## src/rtl/timing_leak_monitor.sv

```systemverilog
`default_nettype none
// ===================================================================
// timing_leak_monitor: per-channel start-to-done latency, skew, leak count
// Rev 1.0
// ===================================================================
module timing_leak_monitor #(
  parameter int NUM_CH  = 4,
  parameter int CNT_W   = 16,
  parameter int TIMEOUT = 1024
) (
  input  logic                      clk,
  input  logic                      rst,
  input  logic                      start,
  input  logic [NUM_CH-1:0]         done,
  output logic                      busy,
  output logic                      timingLeakDone,
  output logic                      timingLeak,
  output logic                      timeout,
  output logic [NUM_CH*CNT_W-1:0]   latency,
  output logic [CNT_W-1:0]          skew,
  output logic [CNT_W-1:0]          leakCount
);

  typedef enum logic [1:0] {
    S_IDLE   = 2'd0,
    S_RUN    = 2'd1,
    S_REPORT = 2'd2
  } state_t;

  localparam logic [CNT_W-1:0] C_ONES    = '1;
  localparam logic [CNT_W-1:0] C_TIMEOUT = CNT_W'(TIMEOUT);

  state_t                    r_state;
  logic [CNT_W-1:0]          r_cyc;
  logic [CNT_W-1:0]          r_min;
  logic [CNT_W-1:0]          r_max;
  logic [NUM_CH-1:0]         r_mask;
  logic [NUM_CH*CNT_W-1:0]   r_cap;

  logic [NUM_CH-1:0]         w_hit;
  logic [NUM_CH-1:0]         w_mask_nx;
  logic [NUM_CH*CNT_W-1:0]   w_cap_nx;
  logic [NUM_CH*CNT_W-1:0]   w_lat_to;
  logic [CNT_W-1:0]          w_min;
  logic [CNT_W-1:0]          w_max;
  logic [CNT_W-1:0]          w_cnt_inc;
  logic                      w_all;
  logic                      w_expired;

  assign busy           = (r_state != S_IDLE);
  assign timingLeakDone = (r_state == S_REPORT);

  // A done level already captured is masked off, so only its first RUN cycle counts.
  assign w_hit     = done & ~r_mask;
  assign w_mask_nx = r_mask | w_hit;
  assign w_all     = &w_mask_nx;
  assign w_expired = (r_cyc == C_TIMEOUT);
  assign w_cnt_inc = (leakCount == C_ONES) ? leakCount : leakCount + 1'b1;

  always_comb begin
    w_cap_nx = r_cap;
    w_lat_to = '0;
    for (int i = 0; i < NUM_CH; i++) begin
      if (w_hit[i]) begin
        w_cap_nx[i*CNT_W +: CNT_W] = r_cyc;
      end
      w_lat_to[i*CNT_W +: CNT_W] = w_mask_nx[i] ? w_cap_nx[i*CNT_W +: CNT_W] : C_ONES;
    end
  end

  // All channels hitting in one cycle share the same cyc, so one compare suffices.
  always_comb begin
    w_min = r_min;
    w_max = r_max;
    if (|w_hit) begin
      if (r_cyc < r_min) w_min = r_cyc;
      if (r_cyc > r_max) w_max = r_cyc;
    end
  end

  always_ff @(posedge clk) begin
    if (!rst) begin
      r_state    <= S_IDLE;
      r_cyc      <= '0;
      r_min      <= '0;
      r_max      <= '0;
      r_mask     <= '0;
      r_cap      <= '0;
      timingLeak <= 1'b0;
      timeout    <= 1'b0;
      latency    <= '0;
      skew       <= '0;
      leakCount  <= '0;
    end else begin
      case (r_state)
        S_IDLE: begin
          if (start) begin
            r_state <= S_RUN;
            r_cyc   <= {{(CNT_W-1){1'b0}}, 1'b1};
            r_mask  <= '0;
            r_min   <= C_ONES;
            r_max   <= '0;
          end
        end
        S_RUN: begin
          r_mask <= w_mask_nx;
          r_cap  <= w_cap_nx;
          r_min  <= w_min;
          r_max  <= w_max;
          if (w_all) begin
            r_state    <= S_REPORT;
            latency    <= w_cap_nx;
            skew       <= w_max - w_min;
            timeout    <= 1'b0;
            timingLeak <= (w_max != w_min);
            if (w_max != w_min) leakCount <= w_cnt_inc;
          end else if (w_expired) begin
            r_state    <= S_REPORT;
            latency    <= w_lat_to;
            skew       <= C_ONES;
            timeout    <= 1'b1;
            timingLeak <= 1'b1;
            leakCount  <= w_cnt_inc;
          end else begin
            r_cyc <= r_cyc + 1'b1;
          end
        end
        S_REPORT: r_state <= S_IDLE;
        default:  r_state <= S_IDLE;
      endcase
    end
  end

endmodule
`default_nettype wire

```

## config.mk

```make
export PLATFORM = sky130hd
export DESIGN_NAME = timing_leak_monitor
export DESIGN_NICKNAME = d
export VERILOG_FILES = /design/src/rtl/timing_leak_monitor.sv
export SDC_FILE = /design/constraint.sdc
export NUM_CORES = 1
export LEC_CHECK = 0
export ABC_AREA = 1
export BUFFER_PORTS_ARGS = -buffer_cell sky130_fd_sc_hd__buf_2
export CAP_MARGIN = 20
export CORE_ASPECT_RATIO = 1.25
export CORE_MARGIN = 3
export CORE_UTILIZATION = 45
export CTS_BUF_LIST = sky130_fd_sc_hd__clkbuf_8
export CTS_CLUSTER_DIAMETER = 40
export DETAILED_ROUTE_END_ITERATION = 10
export PLACE_DENSITY_LB_ADDON = 0.3
export SYNTH_ARGS = -nofsm -noshare
export SYNTH_HDL_FRONTEND = slang
export SYNTH_SLANG_ARGS = --single-unit
```

## constraint.sdc

```tcl
create_clock -name clk -period 7.3 [get_ports clk]
set_input_delay 1.46 -clock clk [delete_from_list [all_inputs] [get_ports clk]]
set_output_delay 1.46 -clock clk [all_outputs]
set_load 0.1 [all_outputs]
```

==> qor.txt <==
=================================================================================
Horiz. Die Dim                                                           145.1 um
Slew at the pin closest to its max-slew limit                            1.013 ns
Sequential cell area fraction in the yosys report                          39.73%
Boundary pin count                                                            107
Relative contribution of the clock network to total power                   28.6%
Required time at the worst-slack endpoint                                 7.75 ns
Predominant post-synthesis flop cell                                 sky130_fd_sc_hd__dfxtp_1
Number of hold buffers added after CTS                                          0
Number of buffers on the longest clock path                                     3
Sink count of the clock tree                                                  216
Pwr Density                                                          337.9 nW/um2
Non-filler instance count after layout                                      1,900
Leak Pwr                                                              0.005798 uW
Clock slew seen by the registers of the worst setup and hold paths        0.06 ns
Wire length of the first global-routing pass                            49,340 um
Root buffer selected by CTS                                          sky130_fd_sc_hd__clkbuf_8
Number of distinct library cells after synthesis                               44
Leftover overflow at the end of global routing                                  0
Final Hold Viols                                                                0
FMAX                                                                    189.5 MHz
Final routed wirelength across all metal layers                         30,200 um
Count of synthesis-stage warnings from yosys                                    0
Path category of the worst min-delay check                                reg2reg
Iteration-0 DRC Markers                                                       703
Sw power                                                                  1696 uW
Power share of the sequential group                                         30.7%
Clock latency of the later-clocked register in the worst-skew pair        0.54 ns
Number of gates given a new drive strength after cts                            0
Die Y-Extent                                                             179.9 um
RSZ-0062 raised after global routing                                           no
Number of inserted diodes                                                       0
DRC                                                                             0
Asr flop ratio synth                                                           0%
Max Slew Vio Count                                                              0
Switching power share of the total                                         40.67%
CP Capture Type                                                          register
Largest vdd supply drop                                                  172.2 uV
Effective utilization at floorplan                                         45.87%
Count of endpoints failing setup in the final report                            0
Critical path type                                                         in2reg
Max-cap violations                                                              0
Area growth from synthesis to layout                                       13.36%
Worst setup skew after layout                                          0.01761 ns
Clock tree from TritonCTS                                                    done
Layout cell share with drive strength beyond 1                             13.21%
Synthesized flop and latch total                                              216
Via-per-instance ratio                                                      5.348
Total number of placement rows                                                 63
Number of enable flip-flop cells after synthesis                                0
Post-CTS Setup Inserts                                                          0
Overall via count from detail_route                                        10,161
Accumulated negative setup slack                                             0 ns
Worst path arrival time                                                   5.72 ns
Number of I/O port buffers                                                    106
Average cell area after synthesis                                       7.344 um2
Vias in the first global route                                              9,446
CP max FO                                                                      33
Final weighted congestion in routability-driven placement                  0.8843
Global router's overall resource usage                                     22.45%
Detailed Routing Iterations Pass 1                                              5
Number of nets still failing antenna checks after routing                       0
Worst slew margin                                                          32.28%
Initial antenna violation count                                                 1
Final critical path time including I/O delays and setup                  5.277 ns
Element type at the critical path start                                input port
Final Cycle Share                                                          72.29%
Portion of total power attributed to combinational logic                    40.7%
Post-synthesis instance area                                           10,880 um2
H-tree level count                                                              2
CTS Buf Count                                                                  38
Die area                                                               26,100 um2
Number of nets in the finished design                                       1,604
Post-detailed-route wirelength per cell                                  15.89 um
Run status                                                              completed
Largest net degree at the start of global routing                             107
Post-detail-place hpwl                                                  20,040 um
Number of cells in the design after placement                               1,831
Placeable Area                                                         23,730 um2
Total nets after synthesis                                                  1,539
Cell internal pwr                                                         2474 uW
Mapped Cells                                                                1,482
=================================================================================
==> sequential cells by signal (all words and copies together), names as in the netlist <==
name        cells
r_cap          64
timeout         1
r_state         2
r_min          16
r_max          16
latency        64
leakCount      16
timingLeak      1
r_cyc          16
r_mask          4
skew           16
==> layout make-up <==
class                      instances  area [um2]
fill                            2332       11390
timing repair buffer             111       590.6
inverter                         199       749.5
tap                              325       406.6
multi-input combinational        981        5445
clock buffer                      49       674.4
clock inverter                    19       147.6
sequential                       216        4324
==> Yosys cell counts, types with 13 or more instances <==
cell | instances | area (um2)
sky130_fd_sc_hd__buf_2 | 13 | 65.06
sky130_fd_sc_hd__dfxtp_1 | 216 | 4324
sky130_fd_sc_hd__nor2_1 | 129 | 484.2
sky130_fd_sc_hd__nand3_1 | 33 | 165.2
sky130_fd_sc_hd__a21oi_1 | 116 | 580.6
sky130_fd_sc_hd__clkbuf_1 | 60 | 225.2
sky130_fd_sc_hd__nand2_1 | 239 | 897.1
sky130_fd_sc_hd__inv_1 | 193 | 724.4
sky130_fd_sc_hd__nor3_1 | 15 | 75.07
sky130_fd_sc_hd__nand4_1 | 27 | 168.9
sky130_fd_sc_hd__ha_1 | 49 | 613.1
sky130_fd_sc_hd__xor2_1 | 17 | 148.9
sky130_fd_sc_hd__o211ai_1 | 70 | 525.5
sky130_fd_sc_hd__o22ai_1 | 13 | 81.33
sky130_fd_sc_hd__o21ai_0 | 142 | 710.7
sky130_fd_sc_hd__a31oi_1 | 61 | 381.6
sky130_fd_sc_hd__nand2_2 | 13 | 81.33
==> power by group through the flow <==
| stage | logic (uW) | clock network, uW | registers, uW |
|---|---|---|---|
| 6_report | 1700 | 1190 | 1280 |
| 5_1_grt | 1930 | 1270 | 1290 |
| 2_1_floorplan | 1220 | 0 | 1390 |
| 3_5_place_dp | 1680 | 0 | 1300 |
| 3_3_place_gp | 1670 | 0 | 1300 |
| 4_1_cts | 1680 | 1220 | 1280 |
==> layer usage <==
layer | global-route usage (%) | vias up | part of all wire (%)
li1 | - | 5142 | -
met1 | 29.68 | 4712 | 45
met2 | 38.61 | 255 | 48
met3 | 3.328 | 50 | 4.8
met4 | 5.853 | 2 | 1.9
met5 | 0 | - | 0.043
==> cells by family after synthesis <==
| family | count (synthesis) | share of synthesized area [%] |
|---|---|---|
| DFF | 216 | 39.73 |
| and+or+nand+nor | 474 | 18.89 |
| adders and majority gates | 50 | 5.817 |
| AOI/OAI and AO/OA | 432 | 23.31 |
| xor gates and xnor gates | 25 | 2.012 |
| buffers and inverters | 285 | 10.24 |
==> layout by cell type (no fill, tap or decap), types with 3 or more instances in the layout <==
cell type / synthesis / routed
sky130_fd_sc_hd__o21bai_1: 3 / 3
sky130_fd_sc_hd__nand2_2: 13 / 13
sky130_fd_sc_hd__nand2_4: 3 / 3
sky130_fd_sc_hd__nand3_1: 33 / 33
sky130_fd_sc_hd__clkbuf_8: 0 / 49
sky130_fd_sc_hd__dfxtp_1: 216 / 216
sky130_fd_sc_hd__o22ai_1: 13 / 13
sky130_fd_sc_hd__o211ai_1: 70 / 70
sky130_fd_sc_hd__inv_1: 193 / 204
sky130_fd_sc_hd__inv_2: 4 / 3
sky130_fd_sc_hd__buf_4: 3 / 5
sky130_fd_sc_hd__ha_1: 49 / 49
sky130_fd_sc_hd__clkinvlp_4: 0 / 4
sky130_fd_sc_hd__o221ai_1: 6 / 6
sky130_fd_sc_hd__nor2_2: 3 / 3
sky130_fd_sc_hd__nand2_1: 239 / 239
sky130_fd_sc_hd__o32ai_1: 7 / 7
sky130_fd_sc_hd__xnor2_1: 8 / 8
sky130_fd_sc_hd__o21ai_0: 142 / 142
sky130_fd_sc_hd__nor3_1: 15 / 15
sky130_fd_sc_hd__a31oi_1: 61 / 61
sky130_fd_sc_hd__nand4_1: 27 / 27
sky130_fd_sc_hd__nor4_1: 3 / 3
sky130_fd_sc_hd__buf_2: 13 / 105
sky130_fd_sc_hd__xor2_1: 17 / 17
sky130_fd_sc_hd__a21oi_1: 116 / 116
sky130_fd_sc_hd__a21oi_2: 8 / 8
sky130_fd_sc_hd__nor2_1: 129 / 129
==> stage by stage <==
step	total power [uW]	hold slack (ns)	worst slack [ns]	utilization, %	area (um2)
final	4169	0.4609	2.023	52.00	12340
after detailed placement	2983	0.4542	1.534	48.42	11490
after CTS	4182	0.4645	2.093	51.89	12310
after global placement	2977	0.4481	1.695	48.42	11490
after floorplan	2619	0.4652	3.226	-	10880
after global routing	4481	0.4890	1.539	52.00	12340
==> worst max-delay path, stage by stage <==
cell                       delay [ns]
sky130_fd_sc_hd__buf_2           0.10
sky130_fd_sc_hd__nand2_1         0.72
sky130_fd_sc_hd__nand4_1         0.32
sky130_fd_sc_hd__a21boi_2        0.28
sky130_fd_sc_hd__nand2_1         0.65
sky130_fd_sc_hd__nand2_1         0.11
sky130_fd_sc_hd__o21ai_0         0.17
sky130_fd_sc_hd__inv_1           0.08
sky130_fd_sc_hd__ha_1            0.38
sky130_fd_sc_hd__nand2_1         0.07
sky130_fd_sc_hd__nor2_1          0.18
sky130_fd_sc_hd__nand3_1         0.12
sky130_fd_sc_hd__nor3b_2         0.32
sky130_fd_sc_hd__nand3_4         0.25
sky130_fd_sc_hd__nand3_4         0.28
sky130_fd_sc_hd__nand2_1         0.09
sky130_fd_sc_hd__a21oi_1         0.13
==> final timing paths <==
| check | start | end | slack, ns | depth (start not counted) |
|---|---|---|---|---|
| hold / removal | timeout$_SDFFE_PN0P_ | timeout$_SDFFE_PN0P_ | 0.46 | 2 |
| setup reg to reg | r_mask[3]$_SDFFE_PN0P_ | leakCount[2]$_SDFFE_PN0P_ | 2.66 | 16 |
| hold reg to reg | timeout$_SDFFE_PN0P_ | timeout$_SDFFE_PN0P_ | 0.46 | 2 |
| setup / recovery | done[1] | leakCount[2]$_SDFFE_PN0P_ | 2.02 | 17 |
Note: power is estimated with default switching activity, not from simulation.
